--- config.mk ---
export PLATFORM = sky130hd
export DESIGN_NAME = vec_serializer_flat
export DESIGN_NICKNAME = d
export VERILOG_FILES = /design/src/rtl/vec_pkg.sv /design/src/rtl/vec_serializer_if.sv /design/src/rtl/lane_counter.sv /design/src/rtl/vec_serializer.sv /design/src/flat_wrapper.sv
export SDC_FILE = /design/constraint.sdc
export NUM_CORES = 1
export LEC_CHECK = 0
export ABC_AREA = 1
export CAP_MARGIN = 20
export CORE_MARGIN = 3
export CORE_UTILIZATION = 35
export DETAILED_ROUTE_END_ITERATION = 8
export PLACE_DENSITY = 0.71
export SLEW_MARGIN = 15
export SYNTH_ARGS = -nofsm -noshare
export SYNTH_HDL_FRONTEND = slang
export SYNTH_HIERARCHICAL = 1
export SYNTH_SLANG_ARGS = --single-unit
--- constraint.sdc ---
create_clock -name clk -period 3 [get_ports clk]
set_clock_uncertainty 0.1 [all_clocks]
set_input_delay 0.6 -clock clk [delete_from_list [all_inputs] [get_ports clk]]
set_output_delay 0.6 -clock clk [all_outputs]
set_load 0.01 [all_outputs]
--- src/rtl/vec_pkg.sv ---
// vec_pkg: shared vector defaults and serializer state encoding.
package vec_pkg;
   localparam int WIDTH_DEF = 32;
   localparam int DEPTH_DEF = 4;
   typedef enum logic {IDLE, SEND} state_e;
endpackage

--- src/rtl/vec_serializer_if.sv ---
// vec_serializer_if: vector-in / lane-out handshake bundle.
interface vec_serializer_if #(parameter int WIDTH = 32, parameter int DEPTH = 4);
   localparam int IW = $clog2(DEPTH);
   logic             in_valid;
   logic             in_ready;
   logic [WIDTH-1:0] in_vec [0:DEPTH-1];
   logic             out_valid;
   logic             out_ready;
   logic [WIDTH-1:0] out_data;
   logic [IW-1:0]    out_idx;
   logic             out_last;
   modport master (output in_valid, in_vec, out_ready,
                   input  in_ready, out_valid, out_data, out_idx, out_last);
   modport slave  (input  in_valid, in_vec, out_ready,
                   output in_ready, out_valid, out_data, out_idx, out_last);
endinterface

--- src/rtl/lane_counter.sv ---
// lane_counter: modulo-DEPTH lane index with enable, clear and last flag.
module lane_counter #(parameter int DEPTH = 4, localparam int IW = $clog2(DEPTH)) (
   input  logic          clk,
   input  logic          rst_n,
   input  logic          en_i,
   input  logic          clr_i,
   output logic [IW-1:0] cnt_o,
   output logic          last_o
);
   logic [IW-1:0] cnt_q;
   assign cnt_o  = cnt_q;
   assign last_o = cnt_q == IW'(DEPTH - 1);
   always_ff @(posedge clk or negedge rst_n)
      if (!rst_n) cnt_q <= '0;
      else if (clr_i) cnt_q <= '0;
      else if (en_i) cnt_q <= last_o ? '0 : cnt_q + 1'b1;
endmodule

--- src/rtl/vec_serializer.sv ---
// vec_serializer: captures a DEPTH-lane vector and emits it one lane per transfer.
module vec_serializer import vec_pkg::*; #(
   parameter int WIDTH = WIDTH_DEF,
   parameter int DEPTH = DEPTH_DEF
) (
   input logic              clk,
   input logic              reset,
   vec_serializer_if.slave  bus
);
   localparam int IW = $clog2(DEPTH);
   state_e           state_q;
   logic [WIDTH-1:0] buf_q [0:DEPTH-1];
   logic [IW-1:0]    cnt;
   logic             last, xfer, accept;
   assign xfer   = state_q == SEND && bus.out_ready;
   // Gate with reset so in_ready drops while reset is held, not just after.
   assign bus.in_ready = reset && (state_q == IDLE || (xfer && last));
   assign accept = bus.in_valid && bus.in_ready;
   lane_counter #(.DEPTH(DEPTH)) u_cnt (
      .clk    (clk),
      .rst_n  (reset),
      .en_i   (xfer && !last),
      .clr_i  (accept || (xfer && last)),
      .cnt_o  (cnt),
      .last_o (last)
   );
   always_ff @(posedge clk or negedge reset)
      if (!reset) begin
         state_q <= IDLE;
         buf_q   <= '{default: '0};
      end else if (accept) begin
         state_q <= SEND;
         buf_q   <= bus.in_vec;
      end else if (xfer && last) state_q <= IDLE;
   assign bus.out_valid = state_q == SEND;
   assign bus.out_data  = bus.out_valid ? buf_q[cnt] : '0;
   assign bus.out_idx   = bus.out_valid ? cnt : '0;
   assign bus.out_last  = bus.out_valid && last;
endmodule

--- src/flat_wrapper.sv ---
// flat-port wrapper written by rule: the top's interface ports become plain ports
module vec_serializer_flat import vec_pkg::*;
#(
   parameter int WIDTH = WIDTH_DEF,
   parameter int DEPTH = DEPTH_DEF
)
  (clk, reset, bus_in_valid, bus_in_vec, bus_out_ready, bus_in_ready, bus_out_valid, bus_out_data, bus_out_idx, bus_out_last);
  vec_serializer_if #(.WIDTH(WIDTH), .DEPTH(DEPTH)) bus_i ();
  input logic clk;
  input logic reset;
  input wire logic [$bits(bus_i.in_valid)-1:0] bus_in_valid;
  input wire logic [$bits(bus_i.in_vec)-1:0] bus_in_vec;
  input wire logic [$bits(bus_i.out_ready)-1:0] bus_out_ready;
  output wire logic [$bits(bus_i.in_ready)-1:0] bus_in_ready;
  output wire logic [$bits(bus_i.out_valid)-1:0] bus_out_valid;
  output wire logic [$bits(bus_i.out_data)-1:0] bus_out_data;
  output wire logic [$bits(bus_i.out_idx)-1:0] bus_out_idx;
  output wire logic [$bits(bus_i.out_last)-1:0] bus_out_last;
  assign bus_i.in_valid = bus_in_valid;
  assign bus_i.in_vec = {>>{bus_in_vec}};
  assign bus_i.out_ready = bus_out_ready;
  assign bus_in_ready = bus_i.in_ready;
  assign bus_out_valid = bus_i.out_valid;
  assign bus_out_data = bus_i.out_data;
  assign bus_out_idx = bus_i.out_idx;
  assign bus_out_last = bus_i.out_last;
  vec_serializer #(.WIDTH(WIDTH), .DEPTH(DEPTH)) u_core (.clk(clk), .reset(reset), .bus(bus_i));
endmodule
# After elaboration in Yosys (flattened, before gate mapping)

Index checks and enable logic that the tools add are counted.

Multiplexer cells: 10
$lt $le $gt $ge: 1
Reductions and logical operators: 11
Bitwise gates (word level): 2
$add $sub $neg: 1
Equality and inequality tests: 1

Operators by type and width:

| operator              | number |
|---|---|
| $mux W32              | 3 |
| $bmux W32 S2          | 1 |
| $mux W2               | 4 |
| $logic_and A1 B1 Y1   | 6 |
| $reduce_bool A2 Y1    | 2 |
| $ge A3 B3 Y1 const B  | 1 |
| $not A2 Y3            | 1 |
| $add A2 B1 Y2 const B | 1 |
| $eq A2 B2 Y1 const B  | 1 |
| $logic_or A1 B1 Y1    | 2 |
| $mux W1               | 2 |
| $logic_not A1 Y1      | 1 |
| $not A1 Y1            | 1 |

Register bits: 131
Input bits: 132
Output and inout port bits: 37

# Logic depth before layout (Yosys ltp)

Depth after elaboration: 7
Depth in mapped cells: 10
Gate-level depth less buffers: 8

# Cells and area by module

The synthesis kept the hierarchy.

Modules (own cells, without submodules):

| module         | instances | cells each | area an instance (µm²) |
|---|---|---|---|
| vec_serializer | 1         | 930        | 6819.0 |
| lane_counter   | 1         | 12         | 101.3 |

# Worst setup path after synthesis

No wires, ideal clock.

Path type: register -> output
From: reg u_core.u_cnt.cnt_q[0] (netlist: u_core/u_cnt/cnt_o[0])
To: out bus_out_data[10]
Required time: 2.300 ns
Slack: 1.110 ns
Arrival time: 1.190 ns
Stages on the path, launching flop included: 7
Cell sequence: dfrtp_1 inv_2 clkbuf_1 nand2_1 nand2_1 nand2_1 a21oi_1

Longest elaborated chain between the ends: 5

Ends and longest elaborated chain:

| what                                         | line                 | source |
|---|---|---|
| start, declared                              | lane_counter.sv:10   | `logic [IW-1:0] cnt_q;` |
| start signal, assigned                       | lane_counter.sv:16   | `else if (en_i) cnt_q <= last_o ? '0 : cnt_q + 1'b1;` |
| $not A2 Y3 (implied by the code)             | vec_serializer.sv:36 | `assign bus.out_data = bus.out_valid ? buf_q[cnt] : '0;` |
| $bmux W32 S2                                 | vec_serializer.sv:36 |  |
| $mux W32 (implied by the code) (2 in series) | vec_serializer.sv:36 |  |
| $mux W32                                     | vec_serializer.sv:36 |  |
| end, declared                                | flat_wrapper.sv:16   | `output wire logic [$bits(bus_i.out_data)-1:0] bus_out_data;` |

Every way passes these cells. The select of a mux whose other input is x is not followed.

# Worst setup path after layout

From: in reset
To: out bus_in_ready

Longest elaborated chain between the ends: 1

Ends and longest elaborated chain:

| what                | line                 | source |
|---|---|---|
| start, declared     | flat_wrapper.sv:10   | `input logic reset;` |
| $logic_and A1 B1 Y1 | vec_serializer.sv:17 | `assign bus.in_ready = reset && (state_q == IDLE \|\| (xfer && last));` |
| end, declared       | flat_wrapper.sv:14   | `output wire logic [$bits(bus_i.in_ready)-1:0] bus_in_ready;` |

Every way passes these cells.

==> metrics.md <==
| Metric | Value |
|---|---|
| Die X | `between 100 and 150 um` |
| Initial DRC Count | `slightly below 500` |
| Routed wire length | `20500 um` |
| Crit path DAT | `approximately 2.2 ns` |
| Fin crit share | `0.969` |
| Layout cells sized above 1 | `0.0491` |
| R2R setup slack | `0.85 ns` |
| Reg-to-reg critical path startpoint | `u_core/u_cnt/cnt_o[0]` |
| Setup TNS | `0 ns` |
| HPWL Detailed | `around 13000 um` |
| Status | `completed` |
| Pwr per Cell Area | `between 1000 and 1500 nW/um2` |
| Worst slew pin tran | `approximately 1.0 ns` |
| CP max-delay cell | `dlygate4sd3_1` |
| Power, Total | `just under 10 mW` |
| Slew HR | `0.332` |
| Total net switching power | `between 3 and 4 mW` |
| CTS clk-pin slew, worst paths | `approximately 0.050 ns` |
| Hold endpoint | `u_core/buf_q[57]` |
| Critical path data required time | `between 2 and 2.5 ns` |
| CP Capture Type | `output pin` |
| Comb pwr share | `0.457` |
| Worst hold path type | `reg2reg` |
| WP buf/inv | `3` |
| Synthesized cell area | `between 6000 and 7000 um2` |
| Worst hold start | `u_core/buf_q[57]` |
| # rows | `50` |
| CP Launch Type | `primary input` |
| # fillers | `1900` |
| Hold slack final | `approximately 0.37 ns` |
| Port Buf Inserts | `168` |
| Crit-path cells | `dlygate4sd3_1 -> buf_12 -> a21boi_0 -> clkdlybuf4s50_1` |
| Avg Inst Size Synth | `between 7 and 8 um2` |
| Core box area | `between 15000 and 20000 um2` |
| Placed Cells | `1305` |
| CTS buffer count | `17` |
| CP delay by family, top | `buffers and inverters` |
| Initial antenna violation count | `0` |
| H-tree depth | `4` |
| Final setup fails | `0` |
| Die Ht | `approximately 150 um` |
| Switching Share | `0.398` |
| Final setup margin | `around 0.094 ns` |
| Syn Inst Count | `942` |
| Max-slew violation count | `0` |
| Max Clk Rate | `344 MHz` |
| Hold Path Stages | `2` |
| Worst path max stage delay | `just under 0.6 ns` |
| Fin crit period | `2.91 ns` |
| Mean routed wirelength per cell | `between 15 and 20 um` |
| Vias after detailed routing | `roughly 6500` |
| Vias per cell | `4.86` |
| Final Non-Filler Cells | `between 1000 and 1500` |
| First-pass GRT wire length | `about 34000 um` |
| Maxcap violations | `0` |
| Worst vdd ir | `0.627 mV` |
| Number of synthesis warnings | `6` |
| Design internal power | `~5.9 mW` |
| First-pass DRT Iterations | `5` |
| Static leakage | `about 4.8 nW` |
| Register area | `between 3000 and 4000 um2` |
| Total global routing overflow | `0` |
| Seq pwr share | `0.325` |
| All-Layer GR Usage | `0.194` |
| Number of nets with antenna violations after routing | `0` |
| Die ar. | `around 21000 um2` |
| CP max FO | `38` |
| Final hold vios | `0` |
| Worst skew pair latency | `0.41 ns` |
| RSZ-0062 raised after global routing | `yes` |
| Seq/Total Area, Yosys | `0.474` |
| Starting Density | `0.363` |
| Clk sinks | `~130` |
| DRC | `0` |
| Vias in the first global route | `around 6200` |
| I/O pins | `169` |
| CTS Buffer Depth | `2` |
| CTS tree | `built` |
| # nets final | `about 1200` |
| Setup WS pre-CTS | `between 0.3 and 0.4 ns` |
| FF+latch count, synth | `between 100 and 150` |
| Reg2reg end | `u_core/u_cnt/cnt_o[0]` |
| ANT cells | `0` |
| RD Place Congestion | `between 0.8 and 0.9` |
| Worst Reg-to-Reg Cells | `9` |
| Largest net degree at the start of global routing | `around 190` |
| Multi-input gate area | `slightly below 3000 um2` |
| Layout area overhead | `34.4%` |
| Clock share of power | `0.218` |
| Syn nets | `around 1100` |
| Crit Path Class | `in2out` |
| Root buffer cell | `clkbuf_16` |
| Distinct cells, synth | `18` |
==> kinds of logic (layout without fill, tap and decap cells) <==
family                   Yosys count  count (layout)  synth area share
flip-flops                       131             131             0.474
buffers and inverters            151             288             0.106
AO/OA/AOI/OAI                     33              33            0.0242
AND/OR/NAND/NOR                  626             626             0.395
adder cells (fa/ha/maj)            1               1           0.00181
==> per-stage QoR <==
stage | instance area (um2) | util
after floorplan | 6920 | -
after global placement | 8640 | 0.453
after detailed placement | 8640 | 0.453
after CTS | 9250 | 0.485
after global routing | 9300 | 0.487
final | 9300 | 0.487
==> power groups by stage <==
stage / sequential [mW] / combinational (mW) / clock [mW]
detailed placement: 3.18 / 4.48 / 0
finish: 3.16 / 4.45 / 2.12
floorplan: 3.04 / 2.83 / 0
CTS: 3.16 / 4.48 / 2.17
global placement: 3.16 / 4.41 / 0
global route: 3.29 / 5.03 / 2.25
==> synthesized netlist by cell type <==
cell type / number / share of area
dfrtp_1: 131 / 0.47
clkbuf_1: 27 / 0.015
inv_2: 1 / 0.00054
ha_1: 1 / 0.0018
buf_2: 24 / 0.017
nor2_2: 1 / 0.00090
nand4_1: 128 / 0.12
nand2_2: 1 / 0.00090
inv_1: 70 / 0.038
buf_4: 14 / 0.015
buf_6: 11 / 0.018
nand3_2: 2 / 0.0029
nor2_1: 2 / 0.0011
a21boi_0: 1 / 0.0011
nand2_1: 458 / 0.25
a21oi_1: 32 / 0.023
buf_1: 4 / 0.0022
nand3_1: 34 / 0.025
==> registers in the layout, summed over array words and instances, names as in the netlist <==
name,count
u_core/u_cnt/cnt_o,2
u_core/bus.out_valid,1
u_core/buf_q,128
==> final cells by class <==
type,count,area share
clock buffers,23,0.0514
clock inverters,9,0.0137
inverters,71,0.0287
multi-input cells,660,0.314
flip-flops and latches,131,0.353
well taps,260,0.0350
repair buffers,185,0.204
==> tightest hold or removal path, delay by kind of cell (launching register included) <==
kind | cells | cell delay, ns
DFF | 1 | 0.34
and+or+nand+nor | 2 | 0.10
==> layer usage <==
metal	GRT usage	part of all wire	vias up
met5	0	0	-
met4	0.0635	0.020	0
met3	0.0413	0.058	26
met2	0.275	0.43	202
met1	0.292	0.49	2990
li1	-	-	3285
==> how the worst max path moves through the flow <==
stage	from	end	slack (ns)	cells past startpoint
floorplan	u_core/u_cnt/cnt_o[0]	bus_out_data[10]	1.11	6
global placement	bus_out_ready	bus_in_ready	0.35	4
detailed placement	bus_out_ready	bus_in_ready	0.30	4
CTS	u_core/u_cnt/cnt_o[0]	bus_out_data[6]	0.006	7
global route	u_core/bus.out_valid	bus_out_data[31]	-0.01	3
finish	reset	bus_in_ready	0.09	4
==> layout by cell type (no fill, tap or decap), types with 2 or more instances in the layout <==
master and n:
buf_4 10, dlygate4sd2_1 2, nand4_1 128, a21oi_1 32
clkinvlp_4 3, dlymetal6s2s_1 8, clkinv_2 3, clkbuf_16 17
buf_6 2, nand2_1 458, nand3_1 34, clkbuf_8 3
dfrtp_1 130, buf_12 5, nor2_1 2, clkdlybuf4s50_1 156
inv_1 70, bufinv_16 3, clkbuf_1 3
==> repair_timing <==
item                                   CTS  global route
buffers inserted                         0             1
resized for setup                        2            13
hold buffers                             1             0
setup endpoints to repair                2            27
endpoints found under the hold margin   17             0
Power figures use the tool's default switching activity.
